File: config.mk
export PLATFORM = sky130hd
export DESIGN_NAME = prime_req_arbiter
export DESIGN_NICKNAME = d
export VERILOG_FILES = /design/src/rtl/prime_pkg.sv /design/src/rtl/prime_div_engine.sv /design/src/rtl/prime_req_arbiter.sv
export SDC_FILE = /design/constraint.sdc
export NUM_CORES = 2
export LEC_CHECK = 0
export CORE_MARGIN = 2
export CORE_UTILIZATION = 65
export DETAILED_ROUTE_END_ITERATION = 6
export PLACE_DENSITY = 0.89
export SETUP_SLACK_MARGIN = 0.02
export SLEW_MARGIN = 20
export SYNTH_ARGS = -nofsm -noshare
export SYNTH_HDL_FRONTEND = slang
export SYNTH_HIERARCHICAL = 1
export SYNTH_SLANG_ARGS = --single-unit
File: constraint.sdc
create_clock -name clk -period 148.4 [get_ports clk]
set_input_delay 29.68 -clock clk [delete_from_list [all_inputs] [get_ports clk]]
set_output_delay 29.68 -clock clk [all_outputs]
set_load 0.03 [all_outputs]
File: src/rtl/prime_pkg.sv
`default_nettype none
// ============================================================================
// Module   : prime_pkg
// Purpose  : Shared FSM state encoding and default operand width.
// Revision : 1.0 - initial release
// ============================================================================
package prime_pkg;

  typedef enum logic [1:0] {
    S_IDLE  = 2'd0,
    S_CHECK = 2'd1,
    S_RESP  = 2'd2
  } state_t;

  localparam int C_DEFAULT_WIDTH = 32;

endpackage
`default_nettype wire

File: src/rtl/prime_div_engine.sv
`default_nettype none
// ============================================================================
// Module   : prime_div_engine
// Purpose  : Iterative trial-division engine, one divisor per cycle.
//            PRIME_ODD_SKIP_EN: step divisor 2,3,5,7,... instead of 2,3,4,...
// Revision : 1.0 - initial release
// ============================================================================
module prime_div_engine
  import prime_pkg::*;
#(
  parameter int WIDTH = C_DEFAULT_WIDTH
) (
  input  logic             clk,
  input  logic             rst,
  input  logic             start,
  input  logic [WIDTH-1:0] n,
  output logic             done,
  output logic             is_prime
);

  logic [WIDTH-1:0]   r_n;
  logic [WIDTH-1:0]   r_d;
  logic               r_active;
  logic [WIDTH-1:0]   w_d_next;
  logic [2*WIDTH-1:0] w_sq;
  logic               w_lt2;
  logic               w_over;
  logic               w_div;

  // Rules are tested in priority order: n<2, d*d>n, n%d==0.
  always_comb begin
    w_sq     = {{WIDTH{1'b0}}, r_d} * {{WIDTH{1'b0}}, r_d};
    w_lt2    = (r_n < WIDTH'(2));
    w_over   = (w_sq > {{WIDTH{1'b0}}, r_n});
    w_div    = ((r_n % r_d) == '0);
    done     = r_active & (w_lt2 | w_over | w_div);
    is_prime = ~w_lt2 & w_over;
`ifdef PRIME_ODD_SKIP_EN
    w_d_next = (r_d == WIDTH'(2)) ? WIDTH'(3) : (r_d + WIDTH'(2));
`else
    w_d_next = r_d + WIDTH'(1);
`endif
  end

  // r_d never resets to zero so the modulo operand is always valid.
  always_ff @(posedge clk) begin
    if (rst) begin
      r_active <= 1'b0;
      r_n      <= '0;
      r_d      <= WIDTH'(2);
    end else if (start) begin
      r_active <= 1'b1;
      r_n      <= n;
      r_d      <= WIDTH'(2);
    end else if (done) begin
      r_active <= 1'b0;
    end else if (r_active) begin
      r_d      <= w_d_next;
    end
  end

endmodule
`default_nettype wire

File: src/rtl/prime_req_arbiter.sv
`default_nettype none
// ============================================================================
// Module   : prime_req_arbiter
// Purpose  : Round-robin sharing of one prime engine among NREQ requesters.
//            PRIME_ODD_SKIP_EN (in prime_div_engine) only changes latency.
// Revision : 1.0 - initial release
// ============================================================================
module prime_req_arbiter
  import prime_pkg::*;
#(
  parameter int NREQ  = 4,
  parameter int WIDTH = C_DEFAULT_WIDTH,
  parameter int IDW   = (NREQ > 1) ? $clog2(NREQ) : 1
) (
  input  logic                  clk,
  input  logic                  rst,
  input  logic [NREQ-1:0]       req_valid,
  input  logic [NREQ*WIDTH-1:0] req_num,
  output logic [NREQ-1:0]       req_ready,
  output logic                  resp_valid,
  input  logic                  resp_ready,
  output logic [IDW-1:0]        resp_id,
  output logic [WIDTH-1:0]      resp_num,
  output logic                  resp_prime,
  output logic                  busy,
  output logic [WIDTH-1:0]      prime_count
);

  state_t           r_state;
  state_t           w_state_next;
  logic [IDW-1:0]   r_ptr;
  logic [IDW-1:0]   r_resp_id;
  logic [WIDTH-1:0] r_resp_num;
  logic             r_resp_prime;
  logic [WIDTH-1:0] r_prime_count;
  logic [IDW-1:0]   w_idx;
  logic [IDW-1:0]   w_grant_idx;
  logic             w_grant_any;
  logic             w_accept;
  logic [WIDTH-1:0] w_sel_num;
  logic             w_done;
  logic             w_is_prime;

  // Scan from the highest offset down so the lowest offset from r_ptr wins.
  always_comb begin
    w_idx       = '0;
    w_grant_idx = '0;
    w_grant_any = 1'b0;
    for (int k = NREQ - 1; k >= 0; k--) begin
      w_idx = IDW'((int'(r_ptr) + k) % NREQ);
      if (req_valid[w_idx]) begin
        w_grant_idx = w_idx;
        w_grant_any = 1'b1;
      end
    end
  end

  always_comb begin
    w_accept  = (r_state == S_IDLE) & w_grant_any & ~rst;
    req_ready = '0;
    w_sel_num = '0;
    for (int i = 0; i < NREQ; i++) begin
      if (w_grant_idx == IDW'(i)) begin
        req_ready[i] = w_accept;
        w_sel_num    = req_num[i*WIDTH +: WIDTH];
      end
    end
  end

  prime_div_engine #(
    .WIDTH    (WIDTH)
  ) u_engine (
    .clk      (clk),
    .rst      (rst),
    .start    (w_accept),
    .n        (w_sel_num),
    .done     (w_done),
    .is_prime (w_is_prime)
  );

  always_ff @(posedge clk) begin
    if (rst) r_state <= S_IDLE;
    else     r_state <= w_state_next;
  end

  always_comb begin
    w_state_next = r_state;
    case (r_state)
      S_IDLE:  if (w_accept)   w_state_next = S_CHECK;
      S_CHECK: if (w_done)     w_state_next = S_RESP;
      S_RESP:  if (resp_ready) w_state_next = S_IDLE;
      default:                 w_state_next = S_IDLE;
    endcase
  end

  always_ff @(posedge clk) begin
    if (rst) begin
      r_ptr         <= '0;
      r_resp_id     <= '0;
      r_resp_num    <= '0;
      r_resp_prime  <= 1'b0;
      r_prime_count <= '0;
    end else begin
      if (w_accept) begin
        r_ptr        <= (w_grant_idx == IDW'(NREQ - 1)) ? '0 : (w_grant_idx + IDW'(1));
        r_resp_id    <= w_grant_idx;
        r_resp_num   <= w_sel_num;
        r_resp_prime <= 1'b0;
      end
      if ((r_state == S_CHECK) && w_done) begin
        r_resp_prime <= w_is_prime;
      end
      if ((r_state == S_RESP) && resp_ready && r_resp_prime) begin
        r_prime_count <= r_prime_count + WIDTH'(1);
      end
    end
  end

  assign resp_valid  = (r_state == S_RESP);
  assign busy        = (r_state != S_IDLE);
  assign resp_id     = r_resp_id;
  assign resp_num    = r_resp_num;
  assign resp_prime  = r_resp_prime;
  assign prime_count = r_prime_count;

endmodule
`default_nettype wire

==> metrics.txt <==
outcome=finished with violations; failing checks=DRC; Post-CTS Setup Bufs=0; GP Congestion=1.16; Die Y=329 µm; synthesized-area fraction occupied by adder cells=39.0%; Area contributors post-synth=fa_1 (24%), ha_1 (15%), inv_1 (6.2%), nand2_1 (5.2%), a21oi_1 (4.8%); crit path max-delay cell type=or2_1; DRC=135; number of routed nets with antenna violations=0; Synth Area in Simple Gates=19.0%; Yosys top cell area share=23.7%; Synthesized Nets=10.8k; Post-synth EDFFs=0; Worst path depth=282; P&R area growth vs syn=6.04%; Die Wd=329 µm; Setup CP Type=register to register; Syn Inst Count=8,968; Crit path top cell by count=ha_1; CP Data Arrival Time=88,330 ps; clk_skew=26.8 ps; Setup crit end=resp_prime; Root Driver=clkbuf_16; number of synthesized register bits=136; via-per-instance ratio=7.08; Synth Area in Compound Gates=22.1%; Final Hold Fails=0; Crit. End Element=register; Hold Buf Count CTS=0; initial antenna violation count=19; clk buf depth=2; setup TNS=0 ps; IO Count=208; worst hold path class=register to register; CTS tree=yes; share of layout cells above drive strength 1=4.37%; Synth Area in XOR/XNOR=6.02%; worst skew pair latency=530 ps; Slew headroom=16.8%; post_cts resized=0; largest net degree at the start of global routing=82; fraction of synthesized area in multiplexers=1.60%; sum of buffers and inverters on the critical path=16; Slew @ Worst Pin=1240 ps; most common cell after layout, fill and taps aside=inv_1; predominant post-synthesis flop cell=dfxtp_1; highest net fanout along the worst path=40; Routed WL=294,000 µm; Total Die Area=108,000 µm²; asr flop ratio synth=0%; final setup fails=0; worst flop-to-flop path endpoint=resp_prime; WP data required=148,780 ps; # port buffers=207; Syn. warnings=6; largest family of logic cells by synthesized area=adder cells; Worst setup startpoint=u_engine/r_d[13]; FMAX=11.4 MHz; Detail Placement HPWL=229,000 µm; sequential-to-total area share from yosys stat=3.97%; max cap viols=0; post-synthesis cell area=68,600 µm²; Row Count=119; Reg2Reg Depth=282; Tcrit/Tclk final=59.3%; minimum clock period=87,950 ps; Num CTS Buffers=17; htree depth=4; All-Layer GR Usage=53.3%; synth unique cells=128; Yosys top cell by area=fa_1; NumNets Final=10.8k; global-route wire length before repair=432,000 µm; Post-Syn Area per Cell=7.65 µm²; Worst path max stage delay=860 ps; Critical R2R Launch=u_engine/r_d[13]; vias in the first global route=72.7k; Starting Density=65.3%; drt wl/cell=28.3 µm; Slew Limit Fails=0; setup slack, reg-to-reg=60,450 ps; router iterations before antenna repair=7; CTS Sinks=136; clk slew on worst S/H paths=80 ps; RSZ-0062 raised after global routing=no; initial DRC count=11.0k; cell family contributing the most delay on the critical path=compound AO/OA/AOI/OAI gates; GRT overflow=0; most frequent cells in the layout=inv_1 (1,129), nand2_1 (954), nor2_1 (835), ha_1 (835), fa_1 (811); via count=73.7k; core footprint=105,000 µm²; crit start category=register
[synthesized netlist by cell type (all sizes together) (48+ instances only)]
| cell | count |
|---|---|
| o211ai | 85 |
| inv | 1144 |
| and3 | 56 |
| nor2b | 60 |
| or3 | 79 |
| xnor2 | 291 |
| nand2 | 955 |
| a21oi | 665 |
| nor3 | 156 |
| mux2i | 63 |
| o21bai | 60 |
| nor2 | 841 |
| o21a | 158 |
| xor2 | 180 |
| a211oi | 88 |
| a21o | 211 |
| a31oi | 119 |
| or2 | 61 |
| clkbuf | 230 |
| nand3 | 196 |
| nor4 | 69 |
| o31ai | 48 |
| nand4 | 104 |
| dfxtp | 136 |
| nand2b | 50 |
| ha | 839 |
| o21ai | 442 |
| buf | 113 |
| fa | 811 |
| and2 | 56 |
[cells by family (layout without fill, tap and decap cells)]
group / Yosys count / count (layout)
buffers and inverters: 1498 / 1524
and+or+nand+nor: 2805 / 2805
other: 0 / 18
xor gates and xnor gates: 471 / 471
muxes: 103 / 103
AOI/OAI and AO/OA: 2305 / 2305
adders and majority gates: 1650 / 1650
DFF: 136 / 136
[sequential cells by signal, summed over array words and instances (netlist names), 2 cells and up]
| name | count |
|---|---|
| prime_count | 32 |
| resp_num | 32 |
| u_engine/r_d | 32 |
| u_engine/r_n | 32 |
| r_ptr | 2 |
| r_state | 2 |
| resp_id | 2 |
[layer usage]
metal / part of all wire, % / track usage [%] / vias up / wire, µm
li1: - / - / 31000 / -
met1: 33 / 62.0 / 34300 / 98100
met2: 41 / 78.0 / 6143 / 120000
met3: 15 / 19.8 / 2188 / 44000
met4: 11 / 44.1 / 10 / 31700
met5: 0.036 / 0 / - / 107
[worst min path at each step]
stage / endpoint / slack, ps / start / cells after the start
2_1_floorplan: r_ptr[0] / 450 / r_ptr[0] / 2
3_3_place_gp: r_ptr[0] / 460 / r_ptr[0] / 2
3_5_place_dp: r_ptr[0] / 470 / r_ptr[0] / 2
4_1_cts: r_ptr[0] / 480 / r_ptr[0] / 2
5_1_grt: resp_id[1] / 520 / resp_id[1] / 2
6_report: r_ptr[0] / 480 / r_ptr[0] / 2
[tightest hold or removal path, delay by kind of cell (launching register included)]
kind	cells	cell delay (ps)
flip-flops	1	330
AND/OR/NAND/NOR	1	60
AO/OA/AOI/OAI	1	50
[per-stage QoR]
step / instances / hold WS [ps] / worst slack (ps) / area (µm²) / utilization [%]
2_1_floorplan: 8968 / 450 / 79860 / 68600 / -
3_3_place_gp: 10400 / 463 / 66430 / 72100 / 68.7
3_5_place_dp: 10400 / 473 / 65010 / 72100 / 68.7
4_1_cts: 10400 / 484 / 64680 / 72600 / 69.2
5_1_grt: 10400 / 520 / 57110 / 72700 / 69.2
6_report: 10400 / 484 / 60450 / 72700 / 69.3
[cell type report]
| cell class | instances | area (µm²) |
|---|---|---|
| flip-flops and latches | 136 | 2720 |
| clock buffers | 19 | 443 |
| fillers | 8400 | 32300 |
| well taps | 1391 | 1740 |
| clock inverters | 13 | 136 |
| repair buffers | 337 | 3080 |
| inverters | 1155 | 4340 |
| diodes | 18 | 45.0 |
| multi-input cells | 7334 | 60200 |
Power is not shown: default switching activity piles up to over one toggle a cycle in this logic, so the estimate is an artifact.
